<file path="src/rtl/packet_tx.sv">
// packet_tx: reads a packet back from data SRAM and streams it on a
// valid/ready 32-bit interface with last/keep framing, verifying the
// IPv4 header checksum on the way through.
module packet_tx #(
  parameter int AW       = 10,
  parameter int HDR_BYTE = 14
) (
  input  logic          clk,
  input  logic          rst,
  input  logic          start,
  input  logic [AW-1:0] base_addr,
  input  logic [15:0]   pkt_len,
  output logic          busy,
  output logic          sram_ce,
  output logic [AW-1:0] sram_addr,
  input  logic [31:0]   sram_rdata,
  output logic          tx_valid,
  input  logic          tx_ready,
  output logic [31:0]   tx_data,
  output logic [3:0]    tx_keep,
  output logic          tx_last,
  output logic          done,
  output logic          csum_ok
);

  typedef enum logic [1:0] {
    IDLE   = 2'd0,
    STREAM = 2'd1,
    FIN    = 2'd2
  } state_t;

  // Header window: word CS_FIRST contributes only its low halfword and
  // word CS_LAST only its high halfword (header starts mid-word).
  localparam logic [15:0] CS_FIRST   = 16'(HDR_BYTE / 4);
  localparam logic [15:0] CS_LAST    = 16'((HDR_BYTE + 20) / 4);
  localparam logic [15:0] CS_MIN_LEN = 16'(HDR_BYTE + 20);

  state_t        state_q, state_d;
  logic [AW-1:0] addr_q, addr_d;
  logic [15:0]   len_q, len_d;
  logic [15:0]   nwords_q, nwords_d;
  logic [15:0]   issued_q, issued_d;
  logic [15:0]   wr_idx_q, wr_idx_d;
  logic [15:0]   beat_q, beat_d;
  logic          inflight_q, inflight_d;
  logic [1:0]    fifo_cnt_q, fifo_cnt_d;
  logic [31:0]   head_q, head_d;
  logic [31:0]   tail_q, tail_d;
  logic [15:0]   acc_q, acc_d;
  logic          csum_ok_q, csum_ok_d;

  logic          pop;
  logic          push;
  logic          rd_en;
  logic [2:0]    occ;
  logic          last_beat;

  // One's-complement add with end-around carry.
  function automatic logic [15:0] add1c(input logic [15:0] a, input logic [15:0] b);
    logic [16:0] s;
    s = {1'b0, a} + {1'b0, b};
    return s[15:0] + {15'b0, s[16]};
  endfunction

  assign tx_valid  = (fifo_cnt_q != 2'd0);
  assign tx_data   = head_q;
  assign pop       = tx_valid & tx_ready;
  assign push      = inflight_q;
  assign last_beat = (beat_q == nwords_q - 16'd1);
  assign tx_last   = tx_valid & last_beat;
  assign occ       = {1'b0, fifo_cnt_q} + {2'b0, inflight_q} - {2'b0, pop};
  assign rd_en     = (state_q == STREAM) && (issued_q < nwords_q) && (occ < 3'd2);
  assign sram_ce   = rd_en;
  assign sram_addr = addr_q;
  assign busy      = (state_q != IDLE);
  assign done      = (state_q == FIN);
  assign csum_ok   = csum_ok_q;

  // Byte enables: full on every beat except a short final one.
  always_comb begin
    tx_keep = '0;
    if (tx_valid) begin
      if (!last_beat) begin
        tx_keep = 4'b1111;
      end else begin
        case (len_q[1:0])
          2'd0:    tx_keep = 4'b1111;
          2'd1:    tx_keep = 4'b1000;
          2'd2:    tx_keep = 4'b1100;
          default: tx_keep = 4'b1110;
        endcase
      end
    end
  end

  // Next-state: FSM, read issue, FIFO, checksum accumulation.
  always_comb begin
    state_d    = state_q;
    addr_d     = addr_q;
    len_d      = len_q;
    nwords_d   = nwords_q;
    issued_d   = issued_q;
    wr_idx_d   = wr_idx_q;
    beat_d     = beat_q;
    inflight_d = rd_en;
    fifo_cnt_d = fifo_cnt_q + {1'b0, push} - {1'b0, pop};
    head_d     = head_q;
    tail_d     = tail_q;
    acc_d      = acc_q;
    csum_ok_d  = csum_ok_q;

    case (state_q)
      IDLE: begin
        if (start) begin
          len_d     = pkt_len;
          addr_d    = base_addr;
          nwords_d  = {2'b0, pkt_len[15:2]} + {15'b0, |pkt_len[1:0]};
          issued_d  = '0;
          wr_idx_d  = '0;
          beat_d    = '0;
          acc_d     = '0;
          csum_ok_d = 1'b0;
          state_d   = (pkt_len == 16'd0) ? FIN : STREAM;
        end
      end
      STREAM: begin
        if (pop && last_beat) begin
          state_d   = FIN;
          csum_ok_d = (len_q >= CS_MIN_LEN) && (acc_q == 16'hFFFF);
        end
      end
      FIN: begin
        state_d = IDLE;
      end
      default: begin
        state_d = IDLE;
      end
    endcase

    if (rd_en) begin
      addr_d   = addr_q + 1'b1;
      issued_d = issued_q + 16'd1;
    end

    if (pop) begin
      beat_d = beat_q + 16'd1;
    end

    // Head is always the output word; tail only fills when head is occupied.
    case ({push, pop})
      2'b10: begin
        if (fifo_cnt_q == 2'd0) head_d = sram_rdata;
        else                    tail_d = sram_rdata;
      end
      2'b01: begin
        head_d = tail_q;
      end
      2'b11: begin
        if (fifo_cnt_q == 2'd1) begin
          head_d = sram_rdata;
        end else begin
          head_d = tail_q;
          tail_d = sram_rdata;
        end
      end
      default: ;
    endcase

    if (push) begin
      wr_idx_d = wr_idx_q + 16'd1;
      if (wr_idx_q == CS_FIRST) begin
        acc_d = add1c(acc_q, sram_rdata[15:0]);
      end else if ((wr_idx_q > CS_FIRST) && (wr_idx_q < CS_LAST)) begin
        acc_d = add1c(add1c(acc_q, sram_rdata[31:16]), sram_rdata[15:0]);
      end else if (wr_idx_q == CS_LAST) begin
        acc_d = add1c(acc_q, sram_rdata[31:16]);
      end
    end
  end

  // State registers with asynchronous reset.
  always_ff @(posedge clk or posedge rst) begin
    if (rst) begin
      state_q    <= IDLE;
      addr_q     <= '0;
      len_q      <= '0;
      nwords_q   <= '0;
      issued_q   <= '0;
      wr_idx_q   <= '0;
      beat_q     <= '0;
      inflight_q <= 1'b0;
      fifo_cnt_q <= '0;
      head_q     <= '0;
      tail_q     <= '0;
      acc_q      <= '0;
      csum_ok_q  <= 1'b0;
    end else begin
      state_q    <= state_d;
      addr_q     <= addr_d;
      len_q      <= len_d;
      nwords_q   <= nwords_d;
      issued_q   <= issued_d;
      wr_idx_q   <= wr_idx_d;
      beat_q     <= beat_d;
      inflight_q <= inflight_d;
      fifo_cnt_q <= fifo_cnt_d;
      head_q     <= head_d;
      tail_q     <= tail_d;
      acc_q      <= acc_d;
      csum_ok_q  <= csum_ok_d;
    end
  end

endmodule

</file>
<file path="config.mk">
export PLATFORM = sky130hd
export DESIGN_NAME = packet_tx
export DESIGN_NICKNAME = d
export VERILOG_FILES = /design/src/rtl/packet_tx.sv
export SDC_FILE = /design/constraint.sdc
export NUM_CORES = 1
export LEC_CHECK = 0
export BUFFER_PORTS_ARGS = -buffer_cell sky130_fd_sc_hd__buf_2
export CORE_UTILIZATION = 60
export CTS_BUF_LIST = sky130_fd_sc_hd__clkbuf_4 sky130_fd_sc_hd__clkbuf_8
export DETAILED_ROUTE_END_ITERATION = 16
export PLACE_DENSITY = 0.92
export SLEW_MARGIN = 15
export SYNTH_ARGS = -nofsm -noshare
export SYNTH_HDL_FRONTEND = slang
export SYNTH_SLANG_ARGS = --single-unit
export TNS_END_PERCENT = 20
</file>
<file path="constraint.sdc">
create_clock -name clk -period 15 [get_ports clk]
set_clock_uncertainty 0.2 [all_clocks]
set_input_delay 3.75 -clock clk [delete_from_list [all_inputs] [get_ports clk]]
set_output_delay 3.75 -clock clk [all_outputs]
set_load 0.05 [all_outputs]
</file>
==> flow_metrics.py, run 1 <==
metrics = {
    "run_status": {
        "outcome": "finished, final reports clean",
    },
    "global_routing": {
        "antenna_found_initial": 0,
        "grt_max_degree": 104,
        "grt_pass1_vias": 11460,
        "overflow": 0,
        "grt_pass1_wl_microns": 58700,
        "track_usage_pct": 33.3,
    },
    "finish": {
        "drive_above_1_share_pct": 14.4,
        "fillCellCount": 1622,
        "fin_cells": 1895,
        "area_delta_synth_final_pct": 8.82,
        "fin_nets": 1756,
        "num_antenna_cells": 0,
    },
    "power_and_ir_drop": {
        "p_clk_share_pct": 11.7,
        "p_leak_nw": 6.45,
        "switching_power_w": 0.00162,
        "power_density_mw_per_mm2": 220,
        "p_seq_share_pct": 25.4,
        "swShare_pct": 51.6,
        "p_int_w": 0.00152,
        "pwr-share-comb_pct": 62.9,
        "max-vdd-ir-drop_uv": 113,
    },
    "synth": {
        "synth_nets": 1681,
        "async_flop_share_pct": 100,
        "synthDistinctLibCells": 87,
        "yosysWarnings": 0,
        "netlist_instances": 1532,
        "synth_edf_count": 0,
        "syn-mean-instance-area_sq_um": 8.53,
        "synth-seq-cells": 175,
        "synth_flop_cell": "dfrtp_1",
        "syn_area_sq_mm": 0.0131,
        "ys_seq_area_share_pct": 33.5,
    },
    "worst_setup_path": {
        "endpoint": "acc_q[13]",
        "r2r_cells": 32,
        "path_class": "primary input to register",
        "crit_slowest_cell": "a211oi_1",
        "slowest_delay_ns": 0.48,
        "cp-end-kind": "register",
        "worst-path-stages": 33,
        "cp_max_fo": 7,
        "arrival_ns": 10.50,
        "cp-start-kind": "primary input",
        "r2r-end": "acc_q[13]",
        "path_buf_inv": 1,
        "rr_startpoint": "acc_q[0]",
        "reg2reg_slack_ns": 7.50,
        "crit_start": "sram_rdata[16]",
        "required_ns": 15.17,
        "path_common_cell": "ha_1",
        "cp_top_family": "compound AO/OA/AOI/OAI gates",
    },
    "sta": {
        "tightest_slew_ns": 1.13,
        "finalSetupViolCount": 0,
        "setup_ws_ns": 4.67,
        "finalMaxSlewViolations": 0,
        "rsz0062_at_grt": "no",
        "fmax_ghz": 0.0968,
        "period_share_pct": 68.9,
        "period_needed_ns": 10.33,
        "relSlewSlack_pct": 24.1,
        "fin_tns_setup_ns": 0,
        "hold_viol": 0,
    },
    "clocking": {
        "cts_setup_buffers": 0,
        "clk_pin_slew_ns": 0.10,
        "cts_made_buffers": 17,
        "root_buffer": "clkbuf_8",
        "cts.sinks": 175,
        "postCtsResizedCells": 0,
        "holdBufCountCts": 0,
        "cts_max_level": 4,
        "cts.path.max_buffers": 2,
        "worstSkewPairLatency_ns": 0.48,
        "cts_tree": "built",
    },
    "detailed_routing": {
        "detail-route-antenna-nets": 0,
        "vias_per_cell": 6.65,
        "num_vias": 12607,
        "wirelength_microns": 37500,
        "drc": 0,
        "drt_iter0_markers": 1465,
        "wire_per_inst_microns": 19.8,
        "first_pass_iters": 6,
    },
    "placed_design": {
        "hpwl_microns": 27500,
        "dp.cells": 1863,
        "gpl.final_weighted_congestion": 1.00,
        "place_ws_ns": 4.45,
        "io_buffers": 113,
    },
    "floorplan": {
        "die_h_microns": 150,
        "start_util_pct": 61.7,
        "die_x_microns": 150,
        "rows": 53,
        "core_sq_mm": 0.0212,
        "dieArea_sq_mm": 0.0224,
        "ios": 114,
    },
    "flow_run": {
        "maxCapViolations": 0,
    },
    "hold_path": {
        "hp-class": "register to register",
    },
}
-- how the worst min path moves through the flow --
stage               cells past startpoint  slack [ns]  startpoint    endpoint
detailed placement                      2        0.26    len_q[6]    len_q[6]
finish                                  2        0.28  tx_data[2]  tx_data[2]
global placement                        2        0.25    len_q[5]    len_q[5]
global route                            2        0.30   len_q[14]   len_q[14]
floorplan                               2        0.24    len_q[3]    len_q[3]
CTS                                     2        0.28    len_q[6]    len_q[6]
-- stage by stage --
stage | hold WS [ns] | instance area (sq um) | total power (W) | util (%)
2_1_floorplan | 0.237 | 13100 | 0.00228 | -
3_3_place_gp | 0.253 | 13800 | 0.00265 | 65.2
3_5_place_dp | 0.256 | 13800 | 0.00271 | 65.2
4_1_cts | 0.279 | 14200 | 0.00308 | 67.2
5_1_grt | 0.302 | 14200 | 0.00332 | 67.2
6_report | 0.280 | 14200 | 0.00313 | 67.2
-- worst register-to-register path: cells and delay by family, from the launching register on --
kind	cells	cell delay, ns
compound gates	15	3.04
xor+xnor	2	0.42
fa+ha+maj	6	1.53
flops	1	0.49
simple gates	9	1.74
-- cell families after synthesis --
group / count (synthesis) / share of synthesized area [%]
AO/OA/AOI/OAI: 425 / 21.7
flip-flops: 175 / 33.5
buffers and inverters: 113 / 3.68
multiplexers: 48 / 4.01
XOR/XNOR: 86 / 5.87
adder cells (fa/ha/maj): 87 / 8.56
AND/OR/NAND/NOR: 598 / 22.7
-- synth_stat cells, types with 9 or more instances --
master / n / area [sq um]
nand2_1: 218 / 818
dfrtp_1: 175 / 4380
o21ai_0: 131 / 656
nor2_1: 85 / 319
ha_1: 83 / 1040
a21oi_1: 73 / 365
nand3_1: 65 / 325
clkbuf_1: 56 / 210
and3_1: 48 / 300
xnor2_1: 48 / 420
inv_1: 44 / 165
nor3_1: 37 / 185
xor2_1: 37 / 324
mux2_2: 35 / 394
nand4_1: 34 / 213
a22oi_1: 27 / 203
a21o_1: 25 / 188
a31oi_1: 19 / 119
o21a_1: 19 / 143
a211oi_1: 16 / 120
nor2b_1: 16 / 100
o211ai_1: 16 / 120
nor4_1: 15 / 93.8
and2_1: 14 / 87.6
mux2i_1: 13 / 130
a211o_1: 9 / 78.8
o31ai_1: 9 / 67.6
-- metal layers --
| layer | GRT usage, % | share of wire (%) | vias to the layer above |
|---|---|---|---|
| li1 | - | - | 5789 |
| met2 | 51.2 | 44 | 630 |
| met3 | 7.77 | 9.6 | 124 |
| met1 | 45.4 | 43 | 6064 |
| met5 | 0 | 0 | - |
| met4 | 12.4 | 3.3 | 0 |
-- state kept, by name, indices dropped and copies added, names as in the netlist --
| signal | count |
|---|---|
| tail_q | 32 |
| tx_data | 32 |
| acc_q | 16 |
| beat_q | 16 |
| issued_q | 16 |
| len_q | 16 |
| wr_idx_q | 16 |
| nwords_q | 15 |
| sram_addr | 10 |
| fifo_cnt_q | 2 |
| state_q | 2 |
| csum_ok | 1 |
| inflight_q | 1 |
-- power by group through the flow --
stage | clock (W) | sequential [W] | combinational, W
6_report | 0.000366 | 0.000796 | 0.00197
5_1_grt | 0.000384 | 0.000810 | 0.00213
4_1_cts | 0.000366 | 0.000788 | 0.00193
3_5_place_dp | 0 | 0.000797 | 0.00192
3_3_place_gp | 0 | 0.000787 | 0.00186
2_1_floorplan | 0 | 0.000935 | 0.00135
-- layout make-up --
type,count,area [sq um],area share [%]
multi-input cells,1244,8240,58.0
clock buffers,19,255,1.80
flip-flops and latches,175,4380,30.8
inverters,45,174,1.22
repair buffers,124,648,4.56
clock inverters,13,175,1.23
well taps,275,344,2.42
-- cell usage in the layout (no fill, tap or decap), types with 25 or more instances in the layout --
| cell type | n |
|---|---|
| nand2_1 | 218 |
| dfrtp_1 | 175 |
| o21ai_0 | 131 |
| buf_2 | 113 |
| nor2_1 | 83 |
| ha_1 | 83 |
| a21oi_1 | 72 |
| nand3_1 | 65 |
| xnor2_1 | 48 |
| and3_1 | 48 |
| inv_1 | 43 |
| nor3_1 | 37 |
| xor2_1 | 37 |
| mux2_2 | 35 |
| nand4_1 | 34 |
| a22oi_1 | 27 |
| a21o_1 | 25 |
Power figures use the tool's default switching activity.
==> run 2, diff against run 1 <==
==> constraint.sdc (replaced) <==
create_clock -name clk -period 9.9 [get_ports clk]
set_clock_uncertainty 0.2 [all_clocks]
set_input_delay 2.475 -clock clk [delete_from_list [all_inputs] [get_ports clk]]
set_output_delay 2.475 -clock clk [all_outputs]
set_load 0.05 [all_outputs]
==> flow_metrics.py, run 2 (synthesis results as in run 1) <==
metrics = {
    "power_and_ir_drop": {
        "power_density_mw_per_mm2": 330,
        "p_int_w": 0.00225,
        "p_clk_share_pct": 11.1,
        "max-vdd-ir-drop_uv": 126,
        "switching_power_w": 0.00244,
        "swShare_pct": 52.0,
        "pwr-share-comb_pct": 63.3,
        "p_leak_nw": 6.45,
        "p_seq_share_pct": 25.7,
        "report.power.total_w": 0.00469,
    },
    "detailed_routing": {
        "wl_met3_microns": 3540,
        "wire_per_inst_microns": 19.4,
        "wirelength_microns": 36800,
        "wl_met2_microns": 16400,
        "num_vias": 12562,
        "vias_per_cell": 6.63,
        "detail-route-antenna-nets": 0,
        "first_pass_iters": 7,
        "wl_met1_microns": 15600,
        "drt_iter0_markers": 1413,
        "top_layer_used": "met4",
        "drc": 0,
    },
    "worst_setup_path": {
        "r2r-end": "acc_q[13]",
        "reg2reg_slack_ns": 2.64,
        "slowest_delay_ns": 0.43,
        "cp-start-kind": "primary input",
        "cp_top_family": "compound AO/OA/AOI/OAI gates",
        "cp_max_fo": 7,
        "path_common_cell": "ha_1",
        "arrival_ns": 8.99,
        "path_buf_inv": 1,
        "crit_slowest_cell": "a211oi_1",
        "rr_startpoint": "acc_q[0]",
        "path_class": "primary input to register",
        "cp-end-kind": "register",
        "required_ns": 10.09,
        "r2r_cells": 32,
    },
    "global_routing": {
        "grt_max_degree": 114,
        "antenna_found_initial": 0,
        "overflow": 0,
        "grt_pass1_wl_microns": 58800,
        "track_usage_pct": 33.4,
        "grt_pass1_vias": 11413,
    },
    "clocking": {
        "cts.sinks": 175,
        "worstSkewPairLatency_ns": 0.48,
        "clk_pin_slew_ns": 0.10,
        "root_buffer": "clkbuf_8",
        "postCtsResizedCells": 0,
        "cts_max_level": 4,
        "cts.path.max_buffers": 2,
        "cts_setup_buffers": 0,
        "cts_tree": "built",
        "holdBufCountCts": 0,
        "cts_made_buffers": 17,
    },
    "hold_path": {
        "holdPathStages": 2,
        "hold_end": "len_q[6]",
        "hold_start": "len_q[6]",
        "hp-class": "register to register",
    },
    "sta": {
        "period_share_pct": 88.9,
        "finalMaxSlewViolations": 0,
        "hold_viol": 0,
        "fin_tns_setup_ns": 0,
        "rsz0062_at_grt": "no",
        "period_needed_ns": 8.80,
        "fmax_ghz": 0.114,
        "finalSetupViolCount": 0,
        "relSlewSlack_pct": 18.0,
        "tightest_slew_ns": 1.23,
    },
    "finish": {
        "fin_area_sq_mm": 0.0142,
        "fin_cells": 1895,
        "area_delta_synth_final_pct": 8.68,
        "drive_above_1_share_pct": 14.4,
        "fin_nets": 1756,
        "final_common_cell": "nand2_1",
        "final_cell_mix": "nand2_1 (218), dfrtp_1 (175), o21ai_0 (131), buf_2 (113)",
        "num_antenna_cells": 0,
    },
    "placed_design": {
        "dp.cells": 1863,
        "gpl.final_weighted_congestion": 1.01,
        "dpl_cell_area_sq_mm": 0.0138,
        "hpwl_microns": 26900,
        "io_buffers": 113,
    },
    "floorplan": {
        "die_h_microns": 150,
        "rows": 53,
        "start_util_pct": 61.7,
        "die_x_microns": 150,
        "core_sq_mm": 0.0212,
        "dieArea_sq_mm": 0.0224,
        "ios": 114,
    },
    "run_status": {
        "outcome": "finished, final reports clean",
    },
    "flow_run": {
        "maxCapViolations": 0,
    },
}
-- run 2: cell count changes in the layout (fill, tap and decap cells not counted) --
cell	change
bufinv_16	-2
inv_8	+1
clkinv_8	+2
clkinvlp_4	-4
inv_6	+2
clkinv_4	+2
clkbuf_4	-1
-- run 2: metrics by stage --
step                hold slack [ns]  utilization [%]  setup slack [ns]
global route                  0.307             67.1             0.612
detailed placement            0.254             65.2             0.822
CTS                           0.278             67.1              1.27
finish                        0.279             67.1              1.10
global placement              0.250             65.2             0.980
floorplan                     0.237                -              1.55
-- run 2: metal layers --
layer,track usage (%),up-vias
li1,-,5800
met1,46.9,5998
met2,51.0,648
met3,6.34,116
met4,12.1,0
met5,0,-
-- run 2: worst max-delay path by stage --
stage                         from   endpoint  slack, ns  cells after the start
global placement    sram_rdata[16]  acc_q[12]       0.98                     32
detailed placement  sram_rdata[16]  acc_q[13]       0.82                     33
floorplan           sram_rdata[16]  acc_q[12]       1.55                     32
global route        sram_rdata[16]   acc_q[5]       0.61                     34
CTS                 sram_rdata[16]  acc_q[14]       1.27                     33
finish              sram_rdata[16]  acc_q[13]       1.10                     33
-- run 2: worst min-delay path, delay by kind of cell (launching register included) --
family	cells	cell delay (ns)
DFF	1	0.35
and+or+nand+nor	2	0.10
-- run 2: layout make-up --
class,instances,area [sq um]
timing repair buffer,124,648
inverter,45,174
multi-input combinational,1244,8240
clock inverter,14,164
clock buffer,18,248
tap,275,344
sequential,175,4380
fill,1617,6960
-- run 2: power groups by stage --
stage	Sequential, W	Clock (W)	Combinational, W
final	0.00120	0.000520	0.00297
after global routing	0.00123	0.000554	0.00323
after detailed placement	0.00120	0	0.00290
after global placement	0.00119	0	0.00281
after floorplan	0.00142	0	0.00204
after CTS	0.00119	0.000521	0.00292
